File: src/rtl/pipe_pkg.sv
// rtl/pipe_pkg.sv - shared pipeline constants and the ID/EX control record
package pipe_pkg;

    localparam int DEF_WIDTH = 32;
    localparam int DEF_RA_W  = 5;

    localparam logic [2:0] ALU_MOV = 3'b000;
    localparam logic [2:0] ALU_NOT = 3'b001;
    localparam logic [2:0] ALU_ADD = 3'b010;
    localparam logic [2:0] ALU_SUB = 3'b011;
    localparam logic [2:0] ALU_OR  = 3'b100;
    localparam logic [2:0] ALU_AND = 3'b101;
    localparam logic [2:0] ALU_SLT = 3'b110;
    localparam logic [2:0] ALU_RSV = 3'b111;

    localparam logic [1:0] FWD_NONE  = 2'b00;
    localparam logic [1:0] FWD_EXMEM = 2'b01;
    localparam logic [1:0] FWD_MEMWB = 2'b10;

    typedef struct packed {
        logic       valid;
        logic       reg_write;
        logic       illegal;
        logic       use_imm;
        logic [2:0] op;
    } ctrl_t;

    localparam ctrl_t CTRL_BUBBLE = '{valid: 1'b0, reg_write: 1'b0, illegal: 1'b0,
                                      use_imm: 1'b0, op: ALU_MOV};

endpackage

File: src/rtl/fwd_sel.sv
// rtl/fwd_sel.sv - picks the forwarding source for one source register
// data is only meaningful when sel != FWD_NONE; the caller supplies the stored value otherwise.
module fwd_sel
    import pipe_pkg::*;
#(
    parameter int WIDTH = DEF_WIDTH,
    parameter int RA_W  = DEF_RA_W
) (
    input  logic [RA_W-1:0]  src,
    input  logic             exmem_reg_write,
    input  logic [RA_W-1:0]  exmem_rd,
    input  logic [WIDTH-1:0] exmem_result,
    input  logic             memwb_reg_write,
    input  logic [RA_W-1:0]  memwb_rd,
    input  logic [WIDTH-1:0] memwb_result,
    output logic [WIDTH-1:0] data,
    output logic [1:0]       sel
);

    logic src_nz;

    assign src_nz = |src;

    always_comb begin
        data = '0;
        sel  = FWD_NONE;
        if (exmem_reg_write && (exmem_rd == src) && src_nz) begin
            data = exmem_result;
            sel  = FWD_EXMEM;
        end else if (memwb_reg_write && (memwb_rd == src) && src_nz) begin
            data = memwb_result;
            sel  = FWD_MEMWB;
        end
    end

endmodule

File: src/rtl/id_ex_stage.sv
// rtl/id_ex_stage.sv - ID/EX stage register with operand forwarding into the ALU
module id_ex_stage
    import pipe_pkg::*;
#(
    parameter int WIDTH = DEF_WIDTH,
    parameter int RA_W  = DEF_RA_W,
    parameter int IMM_W = 16
) (
    input  logic             clk,
    input  logic             rst_n,
    input  logic             stall,
    input  logic             flush,
    input  logic             id_valid,
    input  logic [RA_W-1:0]  id_rs,
    input  logic [RA_W-1:0]  id_rt,
    input  logic [RA_W-1:0]  id_rd,
    input  logic [WIDTH-1:0] id_rs_data,
    input  logic [WIDTH-1:0] id_rt_data,
    input  logic [IMM_W-1:0] id_imm,
    input  logic             id_use_imm,
    input  logic [2:0]       id_alu_op,
    input  logic             id_reg_write,
    input  logic             exmem_reg_write,
    input  logic [RA_W-1:0]  exmem_rd,
    input  logic [WIDTH-1:0] exmem_result,
    input  logic             memwb_reg_write,
    input  logic [RA_W-1:0]  memwb_rd,
    input  logic [WIDTH-1:0] memwb_result,
    output logic [WIDTH-1:0] alu_r2,
    output logic [WIDTH-1:0] alu_r3,
    output logic [2:0]       alu_op,
    output logic             ex_valid,
    output logic [RA_W-1:0]  ex_rd,
    output logic             ex_reg_write,
    output logic             ex_illegal
);

    ctrl_t            ctrl_q;
    logic [RA_W-1:0]  rs_q, rt_q, rd_q;
    logic [WIDTH-1:0] rs_data_q, rt_data_q, imm_q;
    logic [WIDTH-1:0] imm_ext, fwd_a, fwd_b, opnd_b;
    logic [1:0]       sel_a, sel_b;
    logic             id_illegal, refresh_rs, refresh_rt;

    assign imm_ext    = {{(WIDTH-IMM_W){id_imm[IMM_W-1]}}, id_imm};
    assign id_illegal = (id_alu_op == ALU_RSV);

    // A held operand whose producer retires from MEM/WB must pick up that value now.
    assign refresh_rs = memwb_reg_write && (memwb_rd == rs_q) && (rs_q != '0);
    assign refresh_rt = memwb_reg_write && (memwb_rd == rt_q) && (rt_q != '0);

    always_ff @(posedge clk or negedge rst_n) begin
        if (!rst_n) begin
            ctrl_q    <= CTRL_BUBBLE;
            rs_q      <= '0;
            rt_q      <= '0;
            rd_q      <= '0;
            rs_data_q <= '0;
            rt_data_q <= '0;
            imm_q     <= '0;
        end else if (flush) begin
            ctrl_q    <= CTRL_BUBBLE;
            rs_q      <= '0;
            rt_q      <= '0;
            rd_q      <= '0;
            rs_data_q <= '0;
            rt_data_q <= '0;
            imm_q     <= '0;
        end else if (stall) begin
            if (refresh_rs) begin
                rs_data_q <= memwb_result;
            end
            if (refresh_rt) begin
                rt_data_q <= memwb_result;
            end
        end else begin
            ctrl_q.valid     <= id_valid;
            ctrl_q.reg_write <= id_reg_write && id_valid && !id_illegal;
            ctrl_q.illegal   <= id_illegal;
            ctrl_q.use_imm   <= id_use_imm;
            ctrl_q.op        <= id_illegal ? ALU_MOV : id_alu_op;
            rs_q             <= id_rs;
            rt_q             <= id_rt;
            rd_q             <= id_rd;
            rs_data_q        <= id_rs_data;
            rt_data_q        <= id_rt_data;
            imm_q            <= imm_ext;
        end
    end

    fwd_sel #(.WIDTH(WIDTH), .RA_W(RA_W)) u_fwd_a (
        .src             (rs_q),
        .exmem_reg_write (exmem_reg_write),
        .exmem_rd        (exmem_rd),
        .exmem_result    (exmem_result),
        .memwb_reg_write (memwb_reg_write),
        .memwb_rd        (memwb_rd),
        .memwb_result    (memwb_result),
        .data            (fwd_a),
        .sel             (sel_a)
    );

    fwd_sel #(.WIDTH(WIDTH), .RA_W(RA_W)) u_fwd_b (
        .src             (rt_q),
        .exmem_reg_write (exmem_reg_write),
        .exmem_rd        (exmem_rd),
        .exmem_result    (exmem_result),
        .memwb_reg_write (memwb_reg_write),
        .memwb_rd        (memwb_rd),
        .memwb_result    (memwb_result),
        .data            (fwd_b),
        .sel             (sel_b)
    );

    assign alu_r2       = (sel_a == FWD_NONE) ? rs_data_q : fwd_a;
    assign opnd_b       = (sel_b == FWD_NONE) ? rt_data_q : fwd_b;
    assign alu_r3       = ctrl_q.use_imm ? imm_q : opnd_b;
    assign alu_op       = ctrl_q.op;
    assign ex_valid     = ctrl_q.valid;
    assign ex_rd        = rd_q;
    assign ex_reg_write = ctrl_q.reg_write && ctrl_q.valid;
    assign ex_illegal   = ctrl_q.illegal;

endmodule

File: config.mk
export PLATFORM = sky130hd
export DESIGN_NAME = id_ex_stage
export DESIGN_NICKNAME = d
export VERILOG_FILES = /design/src/rtl/pipe_pkg.sv /design/src/rtl/fwd_sel.sv /design/src/rtl/id_ex_stage.sv
export SDC_FILE = /design/constraint.sdc
export NUM_CORES = 1
export LEC_CHECK = 0
export CAP_MARGIN = 20
export CORE_UTILIZATION = 41
export DETAILED_ROUTE_END_ITERATION = 7
export PLACE_DENSITY = 0.78
export RECOVER_POWER = 100
export SLEW_MARGIN = 10
export SYNTH_ARGS = -nofsm -noshare
export SYNTH_HDL_FRONTEND = slang
export SYNTH_HIERARCHICAL = 1
export SYNTH_SLANG_ARGS = --single-unit
export TNS_END_PERCENT = 1
File: constraint.sdc
create_clock -name clk -period 6 [get_ports clk]
set_clock_uncertainty 0.15 [all_clocks]
set_input_delay 0.6 -clock clk [delete_from_list [all_inputs] [get_ports clk]]
set_output_delay 0.6 -clock clk [all_outputs]
set_load 0.05 [all_outputs]
==> flow_metrics.py <==
metrics = {
    "synth": {
        "yosys.area.top_type": "dfrtp_1",
        "synth_warnings": 6,
        "avgSynthCellArea_um2": 9.52,
        "ys_ff_latch": 102,
        "synth.distinct_cells": 33,
        "seq_area_frac_synth_pct": 30.6,
        "synth_top_cell_area_share_pct": 30.6,
        "syn_nets": 1057,
        "syn_inst": 876,
        "synth_area_um2": 8340,
        "synth_area_leaders": "dfrtp_1 (31%), mux2_4 (21%), mux2_2 (5.9%), mux2i_1 (5.6%), nand2b_1 (4.8%)",
    },
    "outcome": {
        "violations": "capacitance limit, slew limit",
        "outcome": "finished, violations left",
    },
    "placement": {
        "dp_hpwl_um": 18900,
        "gp_congestion": 0.874,
        "port_buffers": 255,
    },
    "critical_path": {
        "path_class": "reg2out",
        "start_kind": "flip-flop",
        "reg2regPathDepth": 5,
        "r2r-end": "rs_data_q[12]",
        "arrival_ns": 4.73,
        "max_stage_delay_ns": 1.03,
        "worstPathCellList": "or4_4, nor2_4, or4_4, buf_4, inv_1, nor2_2, buf_4, mux2_2, dlygate4sd3_1",
        "critPathCaptureType": "output pin",
        "crit_slowest_cell": "nor2_2",
        "rrSetupSlack_ns": 2.55,
        "cp_max_fo": 33,
        "reg2reg_from": "rs_q[0]",
        "cp.required_ns": 5.25,
    },
    "power_and_ir_drop": {
        "power.leakage_nw": 4.86,
        "p_per_area_nw_per_um2": 195,
        "peakVddDrop_mv": 0.179,
    },
    "die": {
        "die_h_um": 145,
        "dieArea_um2": 20900,
        "fp.dieW_um": 145,
        "io_pins": 256,
        "row_count": 51,
        "initial_core_util_pct": 42.3,
        "coreArea_um2": 19700,
    },
    "sta": {
        "final-hold-violation-count": 0,
        "tns_ns": 0,
        "max_slew_margin_pct": -181,
        "fmax_mhz": 182,
        "slew_violations": 197,
        "rsz0062_at_grt": "false",
        "tightest_slew_ns": 4.21,
        "setup-violations-final": 0,
        "fin_crit_sh_pct": 91.4,
        "hold_ws_ns": 0.341,
        "fin_crit_ns": 5.48,
    },
    "cts": {
        "cts_setup_buffers": 0,
        "post_cts_resize_count": 0,
        "cts.sinks": 102,
        "clkTransAtPathRegs_ns": 0.08,
        "cts_tree": "yes",
        "h-tree-depth": 3,
        "cts_root_buf": "clkbuf_16",
        "hold_buffers": 0,
        "insertion_delay_ns": 0.35,
        "cts_buffers": 9,
        "clk_path_buf_depth": 2,
    },
    "grt": {
        "grt_use_total_pct": 25.5,
        "grt_pass1_vias": 7342,
        "grt_overflow": 0,
        "antenna_found_initial": 0,
        "grt_start_max_net_pins": 91,
        "grt_pass1_wl_um": 40400,
    },
    "cells_and_area": {
        "layout.nets": 1258,
        "drive_gt1_share_pct": 15.2,
        "fill_cells": 1793,
        "num_antenna_cells": 0,
        "area_delta_synth_final_pct": 31.3,
    },
    "min_path": {
        "hold_end": "rs_data_q[21]",
        "hold_depth": 1,
        "hold_start": "rs_data_q[21]",
        "hold_class": "reg2reg",
    },
    "route": {
        "drcViolationCount": 0,
        "wl_per_cell_um": 19.6,
        "final_antenna_net_count": 0,
        "drtIter0Drc": 396,
        "dr.pass1.iters": 4,
        "vias": 7285,
        "routed_wl_um": 26500,
        "routed_via_density": 5.41,
    },
    "job": {
        "drv_cap": 4,
    },
}
-- layout make-up --
| class | count | area (µm²) | area share [%] |
|---|---|---|---|
| clock buffers | 10 | 239 | 2.18 |
| flip-flops and latches | 102 | 2550 | 23.3 |
| inverters | 2 | 7.51 | 0.0686 |
| repair buffers | 274 | 2590 | 23.6 |
| multi-input cells | 688 | 5160 | 47.1 |
| well taps | 265 | 332 | 3.03 |
| clock inverters | 6 | 68.8 | 0.628 |
-- cells in the mapped netlist --
| master | n |
|---|---|
| nor3_1 | 64 |
| nand2b_1 | 64 |
| a21oi_1 | 70 |
| and2b_1 | 1 |
| o31ai_2 | 1 |
| nor2_4 | 2 |
| clkbuf_1 | 53 |
| or4_4 | 5 |
| mux2i_1 | 47 |
| mux2_2 | 44 |
| xor2_1 | 4 |
| nor2b_1 | 19 |
| xnor2_1 | 24 |
| or4_1 | 1 |
| buf_1 | 7 |
| buf_4 | 3 |
| o31ai_4 | 1 |
| and2_1 | 3 |
| nand3b_1 | 3 |
| o21ai_0 | 15 |
| and4_1 | 2 |
| dfrtp_1 | 102 |
| nand3_1 | 67 |
| a32oi_1 | 1 |
| a21oi_4 | 1 |
| nor2_1 | 59 |
| a211oi_1 | 17 |
| mux2_4 | 116 |
| buf_6 | 14 |
| inv_1 | 2 |
| buf_2 | 7 |
| nand4_1 | 4 |
| nand2_1 | 53 |
-- flip-flops by register name, indices dropped and copies added (netlist names) --
| register | cells |
|---|---|
| rt_data_q | 32 |
| alu_op | 3 |
| ctrl_q | 2 |
| imm_q | 16 |
| rs_q | 5 |
| rs_data_q | 32 |
| ex_rd | 5 |
| ex_illegal | 1 |
| rt_q | 5 |
| ex_valid | 1 |
-- cell usage in the layout, fill, tap and decap left out, drive strengths merged --
cell type,netlist,final
clkdlybuf4s50,0,186
mux2,160,160
dfrtp,102,102
a21oi,71,71
nand3,67,67
nand2b,64,64
nor3,64,64
nor2,61,61
nand2,53,53
dlygate4sd3,0,50
mux2i,47,47
clkbuf,53,29
xnor2,24,24
nor2b,19,19
buf,31,19
a211oi,17,17
o21ai,15,15
or4,6,6
xor2,4,4
nand4,4,4
inv,2,4
and2,3,3
nand3b,3,3
and4,2,2
o31ai,2,2
clkinv,0,2
and2b,1,1
a32oi,1,1
bufinv,0,1
clkinvlp,0,1
-- stage by stage --
step                instance area, µm²  worst slack (ns)  util [%]  power, mW  cells
floorplan                         8340              1.82         -       1.25    876
finish                           11000             0.518      55.5       2.13   1347
global placement                 10900              1.13      55.5       1.56   1330
global route                     11000             0.320      55.5       2.23   1347
CTS                              11300             0.880      57.1       2.21   1347
detailed placement               10900              1.07      55.5       1.57   1331
-- report_power, final --
part,internal (mW),switching (mW)
Combinational,0.301,0.426
Clock,0.339,0.291
Sequential,0.737,0.0413
Total,1.38,0.758
-- logic make-up (layout without fill, tap and decap cells) --
group           after synthesis  in the layout  synth area share [%]
compound gates              106            106                  7.34
xor+xnor                     28             28                  2.94
mux                         207            207                  32.5
simple gates                347            347                  21.3
buf+inv                      86            292                  5.37
flops                       102            102                  30.6
-- metal layers --
metal  part of all wire, %  global-route usage [%]  wire length (µm)  vias up
met5                     0                       0                 0        -
met4                   1.6                    7.04               432        0
met3                   8.1                    5.99              2140       35
met2                    47                    41.8             12600      290
met1                    43                    33.3             11300     3484
li1                      -                       -                 -     3476
-- worst max path at each step --
stage                start         end  slack [ns]
4_1_cts            rt_q[2]  alu_r3[29]        0.88
2_1_floorplan  exmem_rd[0]  alu_r3[12]        1.82
6_report           rs_q[2]   alu_r2[3]        0.52
3_5_place_dp   exmem_rd[1]  alu_r3[29]        1.07
5_1_grt            rs_q[2]   alu_r2[9]        0.32
3_3_place_gp   exmem_rd[2]  alu_r3[30]        1.13
-- critical path: cells and delay by family (launching register included) --
| kind | cells | cell delay [ns] |
|---|---|---|
| buf+inv | 4 | 1.72 |
| simple gates | 4 | 1.83 |
| flops | 1 | 0.46 |
| mux | 1 | 0.34 |
No activity file was read; power rests on OpenSTA's default activity.
==> edit: new RTL, config.mk and constraints unchanged <==
`IMM_W`: 16 -> 18.
--- a/src/rtl/id_ex_stage.sv
+++ b/src/rtl/id_ex_stage.sv
@@ -4,7 +4,7 @@
 #(
     parameter int WIDTH = DEF_WIDTH,
     parameter int RA_W  = DEF_RA_W,
-    parameter int IMM_W = 16
+    parameter int IMM_W = 18
 ) (
     input  logic             clk,
     input  logic             rst_n,
Ports: changed (resized id_imm); port bits go from 256 to 258. No check against the original RTL was run, so the function may have changed too.
==> edit against the original RTL <==
  * The run still ends with max-capacitance violations, max-slew violations left
  * Clock power shrank 4.6%
  * Setup slack improved by 0.083 ns
  * Total power decreased by 0.45%
  * Design area rose by 1.1%
  * Wire length is 1.3% lower
  * Combinational power grew 0.8%
  * Area after synthesis increased by 1.0%
  * Sequential cell count increased by 2
  * Worst hold slack worse by 0.0036 ns
  * Critical path type is now in2out
  * Largest cell class unchanged
  * Largest power group unchanged
==> edit: results (changes against the original RTL) <==
{| class="wikitable"
! Metric !! Value
|-
| Critical path endpoint || alu_r3[26]
|-
| Buffers on Ports || 257 (+0.78%)
|-
| Max cap viols || 6 (+2)
|-
| Number of max-slew violations in the final report || 228 (+16%)
|-
| Violated checks || max-capacitance violations, max-slew violations
|-
| Transition time at the pin with the least slew margin || 3.64 ns (-0.571 ns)
|-
| Register-to-register path setup slack || 1.87 ns (-0.68 ns)
|-
| Wire per inst || 19.2 um (-2.1%)
|-
| Final weighted congestion in routability-driven placement || 0.868 (-0.65%)
|-
| Place WS || 1.01 ns (-0.0611 ns)
|-
| Iteration-0 DRC count of the detailed router || 425 (+7.3%)
|-
| Biggest fanout along the worst timing path || 18 (-45%)
|-
| Pin count of the biggest net entering global routing || 76 (-16%)
|-
| Final HPWL from detailed placement || 18.2 mm (-4.1%)
|-
| Total number of vias || 7365 (+1.1%)
|-
| Gate count of the mapped netlist || 883 (+0.80%)
|-
| End of the worst register-to-register path || rt_data_q[25]$_DFFE_PN0P_
|-
| Launching point of the worst reg2reg path || rt_q[4]$_DFFE_PN0P_
|-
| Length of the first detailed-routing pass in iterations || 5 (+1)
|-
| Number of global-route vias before repair || 7507 (+2.2%)
|-
| Overall track demand over capacity in global routing || 25.0% (-0.47 points)
|-
| Registers with the highest flip-flop counts || rs_data_q (32), rt_data_q (32), imm_q (18)
|-
| Result of the run || finished, violations left
|-
| Commonest cells in the synthesized netlist || mux2_4 (116), dfrtp_1 (104), a21oi_1 (70)
|-
| Fraction of final layout cells with drive strength greater than 1 || 14.2% (-1.0 points)
|-
| Worst vdd ir || 0.143 mV (-20%)
|-
| Final wirelength || 26.1 mm (-1.3%)
|-
| Switching Power || 775 uW (+2.3%)
|}
[edit: changes by cell type after synthesis, sizes merged]
cell	before	now
buf	31	30
mux2i	47	51
clkbuf	53	55
o21ai	15	17
nand2	53	55
nor2b	19	17
dfrtp	102	104
a211oi	17	15
[edit: worst min-delay path by stage]
stage	from	to	slack, ns	cells past startpoint
3_3_place_gp	rs_data_q[1]$_DFFE_PN0P_	rs_data_q[1]$_DFFE_PN0P_	0.33	1
2_1_floorplan	rst_n	alu_op[0]$_DFFE_PN0P_	0.15	0
6_report	rs_data_q[26]$_DFFE_PN0P_	rs_data_q[26]$_DFFE_PN0P_	0.34	1
3_5_place_dp	rs_data_q[31]$_DFFE_PN0P_	rs_data_q[31]$_DFFE_PN0P_	0.34	1
4_1_cts	rst_n	rt_data_q[18]$_DFFE_PN0P_	0.10	1
5_1_grt	rs_data_q[6]$_DFFE_PN0P_	rs_data_q[6]$_DFFE_PN0P_	0.35	1
[edit: cell type report]
class / instances / area share, %
sequential: 104 / 23.5
multi-input combinational: 692 / 46.7
tap: 270 / 3.05
clock inverter: 7 / 0.554
inverter: 2 / 0.0678
timing repair buffer: 274 / 24.0
clock buffer: 9 / 2.03
[edit: per-stage QoR]
stage / cell area [sq um] / util [%]
after global routing: 11100 / 54.9
after global placement: 11000 / 54.8
after CTS: 11300 / 56.2
final: 11100 / 54.9
after floorplan: 8420 / -
after detailed placement: 11100 / 54.8
[edit: worst max-delay path, cell delays in order]
cell and delay (ns):
dlygate4sd3_1 0.66, xnor2_1 1.26, buf_4 0.43, nand3_1 0.10, nor3_1 0.17, mux2_4 0.17
nor2b_1 0.12, a211oi_1 0.06, nor2_1 0.16, dlygate4sd3_1 0.89
[edit: metal layers]
metal	part of all wire (%)	vias to the layer above	GRT usage, %
li1	-	3496	-
met1	44	3553	32.9
met2	47	283	40.6
met3	8.0	33	6.16
met4	1.8	0	7.53
met5	0	-	0
[edit: cells by family (layout without fill, tap and decap cells)]
| logic type | count (synthesis) | after routing | share of synthesized area (%) |
|---|---|---|---|
| compound gates | 106 | 106 | 7.21 |
| xor+xnor | 28 | 28 | 2.91 |
| buf+inv | 87 | 292 | 5.36 |
| flops | 104 | 104 | 30.9 |
| mux | 211 | 211 | 32.6 |
| simple gates | 347 | 347 | 21.0 |
[edit: power by group through the flow]
stage	registers, mW	clock network, mW	logic [mW]
floorplan	0.797	0	0.468
global placement	0.805	0	0.768
detailed placement	0.806	0	0.777
CTS	0.793	0.619	0.780
global route	0.799	0.641	0.779
finish	0.792	0.601	0.733
